## src/rtl/native_bus_decoder.sv

```systemverilog
// Address decoder/response controller between a native memory master and NUM_SLAVES slaves.
// Latency: 2 cycles minimum for a mapped access (+1 per slave wait state), 1 cycle for an unmapped one.
// Backpressure: slaves stall via s_ready; a slave stalled for TIMEOUT cycles completes with ERR_DATA.
module native_bus_decoder #(
  parameter int                       NUM_SLAVES = 4,
  parameter logic [NUM_SLAVES*32-1:0] SLAVE_BASE = {32'h3000_0000, 32'h2000_0000,
                                                    32'h1000_0000, 32'h0000_0000},
  parameter logic [NUM_SLAVES*32-1:0] SLAVE_MASK = {4{32'hF000_0000}},
  parameter int                       TIMEOUT    = 255,
  parameter logic [31:0]              ERR_DATA   = 32'hDEADBEEF
) (
  input  logic                       clk,
  input  logic                       reset_n,
  input  logic                       m_valid,
  input  logic                       m_instr,
  input  logic [31:0]                m_addr,
  input  logic [31:0]                m_wdata,
  input  logic [3:0]                 m_wstrb,
  output logic                       m_ready,
  output logic [31:0]                m_rdata,
  output logic [NUM_SLAVES-1:0]      s_valid,
  output logic [31:0]                s_addr,
  output logic [31:0]                s_wdata,
  output logic [3:0]                 s_wstrb,
  input  logic [NUM_SLAVES-1:0]      s_ready,
  input  logic [NUM_SLAVES*32-1:0]   s_rdata,
  output logic                       bus_err,
  output logic [31:0]                err_addr,
  input  logic                       err_clr
);

  localparam int IDXW = (NUM_SLAVES > 1) ? $clog2(NUM_SLAVES) : 1;
  localparam int CW   = (TIMEOUT > 0) ? $clog2(TIMEOUT + 1) : 1;
  // Wait count at which the slave has seen TIMEOUT cycles of s_valid
  localparam logic [CW-1:0] CNT_LAST = CW'((TIMEOUT > 0) ? TIMEOUT - 1 : 0);

  typedef enum logic [1:0] {IDLE, ACCESS, RESP} state_t;

  state_t                  state;
  logic [IDXW-1:0]         sel;
  logic [CW-1:0]           wait_cnt;

  logic                    hit;
  logic [IDXW-1:0]         hit_idx;
  logic [NUM_SLAVES-1:0]   hit_onehot;
  logic                    sel_ready;
  logic [31:0]             sel_rdata;
  logic                    unmapped;
  logic                    timeout_hit;
  logic                    err_evt;
  logic [31:0]             err_evt_addr;

  // The instruction/data distinction plays no part in routing
  logic unused_instr;
  assign unused_instr = m_instr;

  // Address decode; scanning from the top down lets the lowest matching index win
  always_comb begin
    hit        = 1'b0;
    hit_idx    = '0;
    hit_onehot = '0;
    for (int i = NUM_SLAVES - 1; i >= 0; i--) begin
      if ((m_addr & SLAVE_MASK[32*i +: 32]) == SLAVE_BASE[32*i +: 32]) begin
        hit     = 1'b1;
        hit_idx = IDXW'(i);
      end
    end
    if (hit) begin
      hit_onehot[hit_idx] = 1'b1;
    end
  end

  assign sel_ready    = s_ready[sel];
  assign sel_rdata    = s_rdata[32*sel +: 32];
  assign unmapped     = (state == IDLE) && m_valid && !hit;
  assign timeout_hit  = (TIMEOUT != 0) && (state == ACCESS) && !sel_ready && (wait_cnt == CNT_LAST);
  assign err_evt      = unmapped || timeout_hit;
  // An unmapped address is still on m_addr; a timed-out one is held on s_addr
  assign err_evt_addr = unmapped ? m_addr : s_addr;

  // Transaction FSM: accept, wait for the selected slave, then pulse m_ready for one cycle
  always_ff @(posedge clk or negedge reset_n) begin
    if (!reset_n) begin
      state    <= IDLE;
      sel      <= '0;
      wait_cnt <= '0;
      m_ready  <= 1'b0;
      m_rdata  <= '0;
      s_valid  <= '0;
      s_addr   <= '0;
      s_wdata  <= '0;
      s_wstrb  <= '0;
    end else begin
      case (state)
        IDLE: begin
          m_ready <= 1'b0;
          if (m_valid) begin
            s_addr   <= m_addr;
            s_wdata  <= m_wdata;
            s_wstrb  <= m_wstrb;
            wait_cnt <= '0;
            if (hit) begin
              sel     <= hit_idx;
              s_valid <= hit_onehot;
              state   <= ACCESS;
            end else begin
              m_rdata <= ERR_DATA;
              m_ready <= 1'b1;
              state   <= RESP;
            end
          end
        end
        ACCESS: begin
          if (sel_ready) begin
            m_rdata <= sel_rdata;
            s_valid <= '0;
            m_ready <= 1'b1;
            state   <= RESP;
          end else if (timeout_hit) begin
            m_rdata <= ERR_DATA;
            s_valid <= '0;
            m_ready <= 1'b1;
            state   <= RESP;
          end else begin
            wait_cnt <= wait_cnt + 1'b1;
          end
        end
        RESP: begin
          m_ready <= 1'b0;
          state   <= IDLE;
        end
        default: begin
          m_ready <= 1'b0;
          s_valid <= '0;
          state   <= IDLE;
        end
      endcase
    end
  end

  // Sticky error flag; keeps the first faulting address until cleared, a same-cycle error beats the clear
  always_ff @(posedge clk or negedge reset_n) begin
    if (!reset_n) begin
      bus_err  <= 1'b0;
      err_addr <= '0;
    end else if (err_evt) begin
      bus_err <= 1'b1;
      if (!bus_err || err_clr) begin
        err_addr <= err_evt_addr;
      end
    end else if (err_clr) begin
      bus_err <= 1'b0;
    end
  end

endmodule
```

## config.mk

```make
export PLATFORM = sky130hd
export DESIGN_NAME = native_bus_decoder
export DESIGN_NICKNAME = d
export VERILOG_FILES = /design/src/rtl/native_bus_decoder.sv
export SDC_FILE = /design/constraint.sdc
export NUM_CORES = 1
export LEC_CHECK = 0
export ABC_AREA = 0
export CORE_ASPECT_RATIO = 1.1
export CORE_MARGIN = 4
export CORE_UTILIZATION = 30
export CTS_CLUSTER_SIZE = 8
export DETAILED_ROUTE_END_ITERATION = 12
export PLACE_DENSITY_LB_ADDON = 0.05
export RECOVER_POWER = 100
export SYNTH_ARGS = -nofsm -noshare
export SYNTH_HDL_FRONTEND = slang
export SYNTH_SLANG_ARGS = --single-unit
```

## constraint.sdc

```tcl
create_clock -name clk -period 6 [get_ports clk]
set_input_delay 1.2 -clock clk [delete_from_list [all_inputs] [get_ports clk]]
set_output_delay 1.2 -clock clk [all_outputs]
set_load 0.01 [all_outputs]
```

==> parameters.txt <==
Parameter                              Value

CTS
  Post-CTS sizing    0
  Total number of clock tree sinks    150
  Clock latency on the worst-skew pair    between 0.4 and 0.5 ns
  Maximum number of buffers from clock root to sink    2
  Number of hold-repair buffers added at the cts stage    0
  Clock transition at the registers of the reported paths    ~0.06 ns
  Clock buffer count from CTS    17
  Root buf cell    clkbuf_16
  CTS tree    done
  Number of buffers added for setup after CTS    0
  H-Tree Depth    4

Synth
  Adder-cell share of the synthesized area    less than 1%
  Post-synthesis instance total    610
  Combinational family with the most area after synthesis    multiplexers
  Yosys reg bits    150
  Number of enable-type register cells in the synthesized netlist    0
  Most frequent cell after synthesis    nand2_1
  Post-synth top flop    dfrtp_1
  Part of the Yosys area used for sequential elements    between 50% and 60%
  Number of warning messages in the yosys log    0
  Fraction of the mapped netlist area in compound gates    roughly 6.1%
  Mapped cell area    0.00700 mm2
  Mean post-synth cell area    approximately 11 um2
  Leading area contributor after synthesis    dfrtp_1
  Post-synthesis simple-gate area fraction    between 10% and 20%
  Share of synthesized flip-flops with an asynchronous set or reset    100%
  Post-synthesis xor/xnor area fraction    0%
  Net Count, Synth    817
  Count of cell types in the netlist    42
  Multiplexer area fraction after synthesis    between 20 and 25%
  Cell types with the largest area share after synthesis    dfrtp_1 (54%), nand2_1 (12%), mux2_2 (11%), mux4_2 (10%), o22a_1 (3.0%)
  Share of Yosys cell area claimed by the top area cell type    a little over half
  Synth cell count leaders    nand2_1 (216), dfrtp_1 (150), mux2_2 (67)

Power and ir drop
  Maximum resistive drop on vdd    between 0.2 and 0.25 mV
  Cell leakage power    between 4 and 5 nW
  Final total power    4.55 mW
  Total power density per cell area    ~410 mW/mm2

Status
  Failing checks    max-capacitance violations, max-slew violations
  Outcome    complete, but fails checks

Min path
  Worst hold stages    2
  Classification of the worst-slack hold path    reg2reg

Worst setup path
  Cell breakdown of the critical path    dlygate4sd3_1, mux2_1, o2bb2ai_1, a211oi_1, clkbuf_1, o22ai_1
  Cell type group with the largest total delay on the critical path    compound AO/OA/AOI/OAI gates
  CP Max Fanout    19
  Critical path endpoint category    register
  Logic depth of the worst register-to-register path    6
  Worst path depth    6
  Worst-path cell with the longest stage delay    a211oi_1
  Data arrival at the endpoint of the critical path    4.80 ns
  Crit path largest cell delay    1.67 ns
  Startpoint type of the worst setup path    input pin
  WP buf/inv    2
  Data required time at the worst endpoint    roughly 6.3 ns
  CP Class    in2reg

Floorplanning
  Die Height    ~170 um
  Die width    154 um
  Core footprint    0.0229 mm2
  IO Count    ~340
  Count of standard-cell rows    58
  Initial cell density of the core    a little under a third
  Total die area    0.0258 mm2

Placement
  Final GP Congestion    just under 1
  Instance area at placement    0.0107 mm2
  Post-placement worst setup slack    ~1.6 ns
  Post-DP HPWL    17500 um
  Count of buffers inserted at the top-level ports    approximately 340

Routing
  Post-detailed-route via-to-cell ratio    about 4.7
  Final routed wire length divided by cell count    roughly 19 um
  Final routed wirelength across all metal layers    24100 um
  DRC marker count from the first detailed-route iteration    ~180
  Post-route DRC    0
  Via count of the routed design    just under 6000
  Iteration count of the initial detailed-routing pass    4
  DRT antenna net count    0

Global routing
  Via count of the first global-routing pass    around 6300
  First-pass GRT wire length    roughly 37000 um
  Maximum number of pins on one net before global-route repair    91
  GRT Residual Overflow    0
  All-layer global routing usage    a little under a fifth
  Number of antenna violations at the first check in global routing    3

Finish
  Total non-filler cell area in the finished layout    roughly 0.011 mm2
  Number of fill cells in the layout    ~2100
  Share of cells above drive strength 1    15.0%
  Synth-to-Final Area Change    60.5%
  Net total in the final layout    around 1100

STA
  Count of final hold-check violations    0
  Worst setup margin    roughly 1.4 ns
  Minimum clock period    4.55 ns
  Number of endpoints failing setup at the final stage    0
  Worst-case headroom to the max-slew limit    -41.7%
  Timing-limited maximum frequency    about 220 MHz
  Final hold slack    between 0.4 and 0.5 ns
  Setup_tns    0 ns
  Tcrit/Tclk final    75.8%
  Setup repair after global routing missed its margin    false
  Number of max-slew violations in the final report    49
  Measured slew at the worst slew-check pin    2.11 ns
  Maximum clock skew at final layout    0.0131 ns

Run
  Number of max-cap violations    2
==> cell type report <==
type	instances	area [um2]	area share [%]
clock inverters	13	146	1.30
well taps	300	375	3.34
diodes	1	2.50	0.0223
inverters	20	75.1	0.668
repair buffers	348	3460	30.8
clock buffers	19	443	3.94
multi-input cells	404	2980	26.5
flip-flops and latches	150	3750	33.4
==> power by group <==
| group | internal (mW) | switching, mW |
|---|---|---|
| sequential | 1.37 | 0.206 |
| combinational | 1.05 | 0.863 |
| clock | 0.629 | 0.439 |
==> metrics by stage <==
stage                     util [%]  instances
after floorplan                  -        610
after global placement        46.7       1222
after detailed placement      46.7       1222
after CTS                     49.2       1254
after global routing          49.0       1254
final                         49.0       1255
==> final timing paths <==
path | startpoint | end | slack (ns)
max | s_ready[2] | m_rdata[8]$_DFFE_PN0P_ | 1.45
min | s_wdata[27]$_DFFE_PN0N_ | s_wdata[27]$_DFFE_PN0N_ | 0.46
max reg2reg | sel[0]$_DFFE_PN0P_ | m_rdata[8]$_DFFE_PN0P_ | 1.86
min reg2reg | s_wdata[27]$_DFFE_PN0N_ | s_wdata[27]$_DFFE_PN0N_ | 0.46
max in group asynchronous | reset_n | s_addr[5]$_DFFE_PN0N_ | 3.75
min in group asynchronous | reset_n | s_wdata[22]$_DFFE_PN0N_ | 0.85
==> sequential cells by signal (all words and copies together) (netlist names) <==
register,count
s_valid,4
err_addr,32
state,2
m_rdata,32
m_ready,1
bus_err,1
s_addr,32
wait_cnt,8
s_wdata,32
sel,2
s_wstrb,4
==> worst min-delay path, stage by stage, from the launching register on <==
cell and delay (ns):
dfrtp_1 0.33, nand2_1 0.05, nand2_1 0.05
==> metal layers <==
metal | up-vias | share of wire (%) | global-route usage (%)
met4 | 6 | 1.0 | 3.61
met2 | 246 | 51 | 31.9
met5 | - | 0.19 | 0
met1 | 2903 | 39 | 21.3
met3 | 18 | 8.5 | 7.12
li1 | 2786 | - | -
==> cell families after synthesis <==
| kind of cell | count (synthesis) |
|---|---|
| adder cells (fa/ha/maj) | 2 |
| AND/OR/NAND/NOR | 244 |
| flip-flops | 150 |
| multiplexers | 107 |
| buffers and inverters | 56 |
| AO/OA/AOI/OAI | 51 |
==> cell usage in the layout (no fill, tap or decap), types with 5 or more instances in the layout <==
cell	instances
dfrtp_1	149
mux4_2	32
mux2_2	66
o22ai_1	8
mux2i_1	8
dlygate4sd3_1	140
nor2_1	5
inv_1	20
nand2_1	216
clkbuf_16	17
buf_4	6
o22a_1	24
a21oi_1	6
nand3_1	5
clkdlybuf4s50_1	200
(Power assumes the default switching activity.)
